$ cat src/rtl/dac_spi_writer.sv
// dac_spi_writer: write-side SPI master for the LTC2624 quad 12-bit DAC.
// Shifts one 32-bit frame {8'h00, cmd, addr, data, 4'h0} MSB-first, SCK idle low,
// and generates timed DAC_CLR pulses on request.
// Optional build macro DAC_READBACK_EN adds the DAC_OUT input and the
// echo_word/echo_valid readback outputs.
// All outputs are registered and decoded from the current state, so they
// appear one clk after the state that produces them.
module dac_spi_writer #(
  parameter int unsigned HALF       = 2,
  parameter int unsigned CLR_CYCLES = 4
) (
  input  logic        clk,
  input  logic        rst,
  input  logic        start,
  input  logic [3:0]  cmd,
  input  logic [3:0]  addr,
  input  logic [11:0] data,
  input  logic        clr_req,
`ifdef DAC_READBACK_EN
  input  logic        DAC_OUT,
  output logic [31:0] echo_word,
  output logic        echo_valid,
`endif
  output logic        ready,
  output logic        done,
  output logic        spi_active,
  output logic        SPI_SCK,
  output logic        SPI_MOSI,
  output logic        DAC_CS,
  output logic        DAC_CLR
);

  localparam int unsigned FW        = 32;
  localparam int unsigned MAXC      = (HALF > CLR_CYCLES) ? HALF : CLR_CYCLES;
  localparam int unsigned CW        = $clog2(MAXC) + 1;
  localparam logic [CW-1:0] HALF_LAST = CW'(HALF - 1);
  localparam logic [CW-1:0] CLR_LAST  = CW'(CLR_CYCLES - 1);

  typedef enum logic [2:0] {
    S_IDLE, S_SETUP, S_SHIFT, S_HOLD, S_GAP, S_CLEAR
  } state_t;

  state_t        state, state_d;
  logic [CW-1:0] cnt, cnt_d;
  logic          phase, phase_d;   // 0: SCK low half, 1: SCK high half
  logic [4:0]    bitn, bitn_d;
  logic [FW-1:0] word, word_d;
  logic          fin, fin_d;       // frame just finished; becomes done next clk
  logic          ready_d, done_d, active_d, sck_d, mosi_d, cs_d, clr_n_d;
  logic          take;

  assign take = (state == S_IDLE) && ready && start;

  // State, counters, frame word and registered outputs
  always_ff @(posedge clk) begin
    if (rst) begin
      state      <= S_IDLE;
      cnt        <= '0;
      phase      <= 1'b0;
      bitn       <= '0;
      word       <= '0;
      fin        <= 1'b0;
      ready      <= 1'b0;
      done       <= 1'b0;
      spi_active <= 1'b0;
      SPI_SCK    <= 1'b0;
      SPI_MOSI   <= 1'b0;
      DAC_CS     <= 1'b1;
      DAC_CLR    <= 1'b0;
    end else begin
      state      <= state_d;
      cnt        <= cnt_d;
      phase      <= phase_d;
      bitn       <= bitn_d;
      word       <= word_d;
      fin        <= fin_d;
      ready      <= ready_d;
      done       <= done_d;
      spi_active <= active_d;
      SPI_SCK    <= sck_d;
      SPI_MOSI   <= mosi_d;
      DAC_CS     <= cs_d;
      DAC_CLR    <= clr_n_d;
    end
  end

  // Next-state, counter sequencing and output decode
  always_comb begin
    state_d  = state;
    cnt_d    = cnt;
    phase_d  = phase;
    bitn_d   = bitn;
    word_d   = word;
    fin_d    = 1'b0;
    ready_d  = 1'b0;
    done_d   = fin;
    active_d = 1'b0;
    sck_d    = 1'b0;
    mosi_d   = 1'b0;
    cs_d     = 1'b1;
    clr_n_d  = 1'b1;
    case (state)
      S_IDLE: begin
        ready_d = 1'b1;
        if (take) begin
          state_d = S_SETUP;
          cnt_d   = '0;
          word_d  = {8'h00, cmd, addr, data, 4'h0};
          ready_d = 1'b0;
        end else if (ready && clr_req) begin
          state_d = S_CLEAR;
          cnt_d   = '0;
          ready_d = 1'b0;
        end
      end
      S_SETUP: begin
        cs_d     = 1'b0;
        active_d = 1'b1;
        mosi_d   = word[FW-1];
        if (cnt == HALF_LAST) begin
          state_d = S_SHIFT;
          cnt_d   = '0;
          phase_d = 1'b0;
          bitn_d  = '0;
        end else begin
          cnt_d = cnt + CW'(1);
        end
      end
      S_SHIFT: begin
        cs_d     = 1'b0;
        active_d = 1'b1;
        sck_d    = phase;
        mosi_d   = word[~bitn];
        if (cnt == HALF_LAST) begin
          cnt_d = '0;
          if (!phase) begin
            phase_d = 1'b1;
          end else if (bitn == 5'd31) begin
            state_d = S_HOLD;
          end else begin
            bitn_d  = bitn + 5'd1;
            phase_d = 1'b0;
          end
        end else begin
          cnt_d = cnt + CW'(1);
        end
      end
      S_HOLD: begin
        cs_d     = 1'b0;
        active_d = 1'b1;
        mosi_d   = word[0];
        if (cnt == HALF_LAST) begin
          state_d = S_GAP;
          cnt_d   = '0;
        end else begin
          cnt_d = cnt + CW'(1);
        end
      end
      S_GAP: begin
        if (cnt == HALF_LAST) begin
          state_d = S_IDLE;
          cnt_d   = '0;
          fin_d   = 1'b1;
        end else begin
          cnt_d = cnt + CW'(1);
        end
      end
      S_CLEAR: begin
        clr_n_d = 1'b0;
        if (cnt == CLR_LAST) begin
          state_d = S_IDLE;
          cnt_d   = '0;
        end else begin
          cnt_d = cnt + CW'(1);
        end
      end
      default: state_d = S_IDLE;
    endcase
  end

`ifdef DAC_READBACK_EN
  logic [FW-1:0] rx;

  // Capture DAC_OUT on every SCK rising edge; publish alongside done
  always_ff @(posedge clk) begin
    if (rst) begin
      rx         <= '0;
      echo_word  <= '0;
      echo_valid <= 1'b0;
    end else begin
      if (take) begin
        rx <= '0;
      end else if (sck_d && !SPI_SCK) begin
        rx <= {rx[FW-2:0], DAC_OUT};
      end
      echo_valid <= done_d;
      if (done_d) begin
        echo_word <= rx;
      end
    end
  end
`endif

endmodule
$ cat config.mk
export PLATFORM = sky130hd
export DESIGN_NAME = dac_spi_writer
export DESIGN_NICKNAME = d
export VERILOG_FILES = /design/src/rtl/dac_spi_writer.sv
export SDC_FILE = /design/constraint.sdc
export NUM_CORES = 1
export LEC_CHECK = 0
export CORE_MARGIN = 2
export CORE_UTILIZATION = 56
export CTS_CLUSTER_SIZE = 14
export DETAILED_ROUTE_END_ITERATION = 6
export PLACE_DENSITY = 0.83
export SYNTH_ARGS = -nofsm -noshare
export SYNTH_HDL_FRONTEND = slang
export SYNTH_SLANG_ARGS = --single-unit
$ cat constraint.sdc
create_clock -name clk -period 5.6 [get_ports clk]
set_clock_uncertainty 0.05 [all_clocks]
set_input_delay 1.12 -clock clk [delete_from_list [all_inputs] [get_ports clk]]
set_output_delay 1.12 -clock clk [all_outputs]
set_load 0.1 [all_outputs]
Yosys cells after proc, flatten, opt, wreduce, memory -nomap -nowiden:

Cells that the tools add are included.

* register bits: 40
* word-level logic and storage cells: 85
* bits of input ports: 24
* output and inout bits: 7

* equality and inequality tests: 17
* $lt $le $gt $ge: 1
* reduce and logical (&&, ||, !) cells: 16
* mux-type cells: 32
* add/sub/neg operators: 2
* bitwise operators: 4

Operator list (number)
* two-way mux 3 bit: 13
* two-way mux 5 bit: 4
* one-hot mux 3 bit (6 select lines): 1
* inequality test 2 bit (second input constant): 8
* two-way mux 1 bit: 10
* one-hot mux 5 bit (2 select lines): 1
* == test 3 x 2 -> 1 bit (second input constant): 3
* one-hot mux 3 bit (3 select lines): 1
* AND reduction 8 bit: 1
* == test 3 x 1 -> 1 bit (second input constant): 2
* == test 3 bit (second input constant): 2
* < comparator 5 x 6 -> 1 bit (second input constant): 1
* OR reduction 3 bit: 2
* adder 5 x 1 -> 5 bit (second input constant): 1
* binary-select mux 1 bit (select 5 bit): 1
* == test 5 bit (second input constant): 1
* inverter 5 bit: 1
* AND reduction 5 bit: 1
* AND reduction 2 bit: 2
* OR reduction 2 bit: 2
* OR reduction 4 bit: 1
* adder 3 x 1 -> 3 bit (second input constant): 1
* logical AND 1 bit: 3
* zero test 3 bit: 1
* 6 further kinds: 8

Longest topological paths before layout:

* depth in word-level cells: 5
* gate-level depth with buffers: 7
* gate-level depth less buffers: 7

Least setup slack after synthesis:

Ideal clock, no wire load.

* path kind: flip-flop to output port
* start point: register ready
* end point: output ready
* slack: 3.469 ns
* arrival: 0.961 ns
* required time: 4.430 ns
* buffers on the path: 0
* stages on the path, launching flop included: 1
* cell sequence: dfxtp_1

RTL lines
* start, declared: line 24 `output logic ready,`
* start signal, assigned: line 77 `ready <= ready_d;`

No word-level cell between the ends.

Worst setup path after layout:

* start point: register ready
* end point: output ready

No word-level cell between the ends.

==> summary.md <==
| Metric | Value |
|---|---|
| DP HPWL | `2520 µm` |
| Cts bufs inserted | `5` |
| Post-CTS sizing | `0` |
| Yosys warns | `0` |
| FP Rows | `21` |
| WL final | `3470 µm` |
| EDFF count, synth | `0` |
| Crit-path leading delay family | `buffers and inverters` |
| RSZ-0062 raised after global routing | `no` |
| Clock power share | `16.9%` |
| Slew Limit Headroom | `35.9%` |
| Hold Crit Class | `register to register` |
| Postcts setup bufs | `0` |
| Tcrit/Tclk final | `54.7%` |
| Number of clock sinks | `40` |
| VDD IR max | `227 µV` |
| Layout cells sized above 1 | `9.84%` |
| First DRT Iteration DRCs | `64` |
| Clock-pin slew on the worst setup and hold paths | `0.11 ns` |
| Clock Path Buffers | `2` |
| Leakage Power | `0.764 nW` |
| Vias in the first global route | `1301` |
| Vert. Die Dim | `62.0 µm` |
| CP Capture Type | `primary output` |
| Post-synthesis register bit count | `40` |
| Synth top area share | `42.5%` |
| Die ar. | `3850 µm²` |
| Final min period | `3.06 ns` |
| CP max FO | `5` |
| Clk_lat worst skew | `0.36 ns` |
| Diode count | `0` |
| Setup tns final | `0 ns` |
| First drt pass iteration count | `4` |
| Max Freq | `326 MHz` |
| Cell Area, Placed | `2170 µm²` |
| Via count | `1559` |
| Sequential fraction of the synthesis area | `42.5%` |
| Initial Util | `57.4%` |
| Global-route wire length before repair | `5840 µm` |
| Sequential share of power | `45.9%` |
| CTS root buffer | `clkbuf_4` |
| Final hold vios | `0` |
| # IOs | `31` |
| Cts-stage hold buffer count | `0` |
| CP Data Arrival Time | `1.89 ns` |
| Via density | `5.38` |
| Area grow syn2layout | `17.7%` |
| Slowest cell on crit path | `clkdlybuf4s50_1` |
| Worst EP required | `4.43 ns` |
| Die width | `62.0 µm` |
| Initial antenna violation count | `0` |
| Buf/Inv on CP | `1` |
| Commonest non-fill, non-tap cell in the layout | `nand2_1` |
| P_sw | `0.310 mW` |
| Post-route ant nets | `0` |
| Total GRT Usage | `21.0%` |
| Area leader, netlist | `dfxtp_1` |
| Post-synth ARST share | `0%` |
| Post-synth net total | `250` |
| Setup-failing EPs final | `0` |
| Setup CP Type | `register to primary output` |
| Grt total ovfl | `0` |
| Setup crit start kind | `register` |
| Most frequent cells in the layout | `52 x nand2_1, 40 x dfxtp_1, 30 x a21oi_1, 30 x clkdlybuf4s50_1` |
| Outcome | `complete, no violations` |
| Slew Viols, Final | `0` |
| Final instance area | `2220 µm²` |
| Internal Pwr Total | `0.491 mW` |
| H-Tree Depth | `2` |
| GPL Wtd Cong | `0.770` |
| Total of max-cap violations | `0` |
| CTS tree | `done` |
| Combinational share of power | `37.2%` |
| Routed WL per cell | `12.0 µm` |
| Top cells by area, synth | `dfxtp_1 42%, nand2_1 10%, a21oi_1 8.0%` |
| Switching share of power | `38.7%` |
| Mean Syn Cell Area | `8.57 µm²` |
| Gate Count Post-Synth | `220` |
| Final-stage net count | `274` |
| Least-Margin Pin Slew | `0.959 ns` |
| Library cells used by synthesis | `52` |
| Largest stage delay on the critical path | `1.15 ns` |
| Cell Area, Synth | `1890 µm²` |
| Number of remaining DRC errors | `0` |
| Ys flop type | `dfxtp_1` |
| PwrDens | `361 nW/µm²` |
| Floorplan Core Area | `3280 µm²` |
| Critical-path cell list | `clkdlybuf4s50_1` |
| Port-buffer cells | `30` |
| Largest net degree at the start of global routing | `26` |
==> flip-flops by register name (all words and copies together), names as in the netlist <==
name	cells
SPI_SCK	1
spi_active	1
word	20
DAC_CS	1
done	1
cnt	3
state	3
bitn	5
ready	1
phase	1
DAC_CLR	1
SPI_MOSI	1
done_d	1
==> logic make-up (layout without fill, tap and decap cells) <==
family / Yosys count / after routing / share of synthesized area [%]
simple gates: 94 / 94 / 24.1
flops: 40 / 40 / 42.5
mux: 8 / 8 / 6.30
buf+inv: 20 / 44 / 5.31
xor+xnor: 3 / 3 / 1.39
fa+ha+maj: 6 / 6 / 3.98
compound gates: 49 / 49 / 16.5
==> path summary, 6_finish.rpt <==
kind | start | cells past startpoint | end | slack [ns]
max reg2reg | bitn[1] | 7 | bitn[0] | 3.31
max | ready | 1 | ready | 2.54
min | done_d | 1 | done | 0.39
min reg2reg | done_d | 1 | done | 0.39
==> power groups by stage <==
stage / combinational [mW] / sequential (mW) / clock [mW]
after floorplan: 0.211 / 0.405 / 0
final: 0.298 / 0.367 / 0.136
after global routing: 0.326 / 0.376 / 0.152
after global placement: 0.294 / 0.372 / 0
after CTS: 0.299 / 0.367 / 0.140
after detailed placement: 0.298 / 0.374 / 0
==> metal layers <==
metal / up-vias / global-route usage [%] / part of all wire, %
met5: - / 0 / 0
met4: 0 / 10.9 / 2.6
met3: 8 / 4.97 / 4.0
met2: 30 / 29.8 / 46
met1: 708 / 29.6 / 48
li1: 813 / - / -
==> synthesized netlist by cell type (3+ instances only) <==
cell type and count:
nand2_1 52, inv_1 5, nor2_1 7, and3_1 3
mux2i_1 4, nor2b_1 3, a21oi_1 30, ha_1 6
buf_2 5, nand3_1 5, mux4_2 3, clkbuf_1 4
dfxtp_1 40, nor3_1 7
==> stage by stage <==
step	power (mW)	hold WS (ns)	util [%]	std cells	setup slack, ns
3_5_place_dp	0.672	0.370	66.2	283	2.70
2_1_floorplan	0.615	0.364	-	220	3.47
6_report	0.801	0.393	67.6	290	2.54
4_1_cts	0.806	0.395	67.6	290	2.52
5_1_grt	0.854	0.421	67.6	290	2.49
3_3_place_gp	0.666	0.389	66.2	283	2.73
==> area by class of cell <==
type	instances	area, µm²
multi-input cells	160	985
inverters	6	22.5
flip-flops and latches	40	801
clock buffers	6	41.3
fillers	290	1060
well taps	46	57.6
repair buffers	31	308
clock inverters	1	5.00
(Power assumes the default switching activity.)
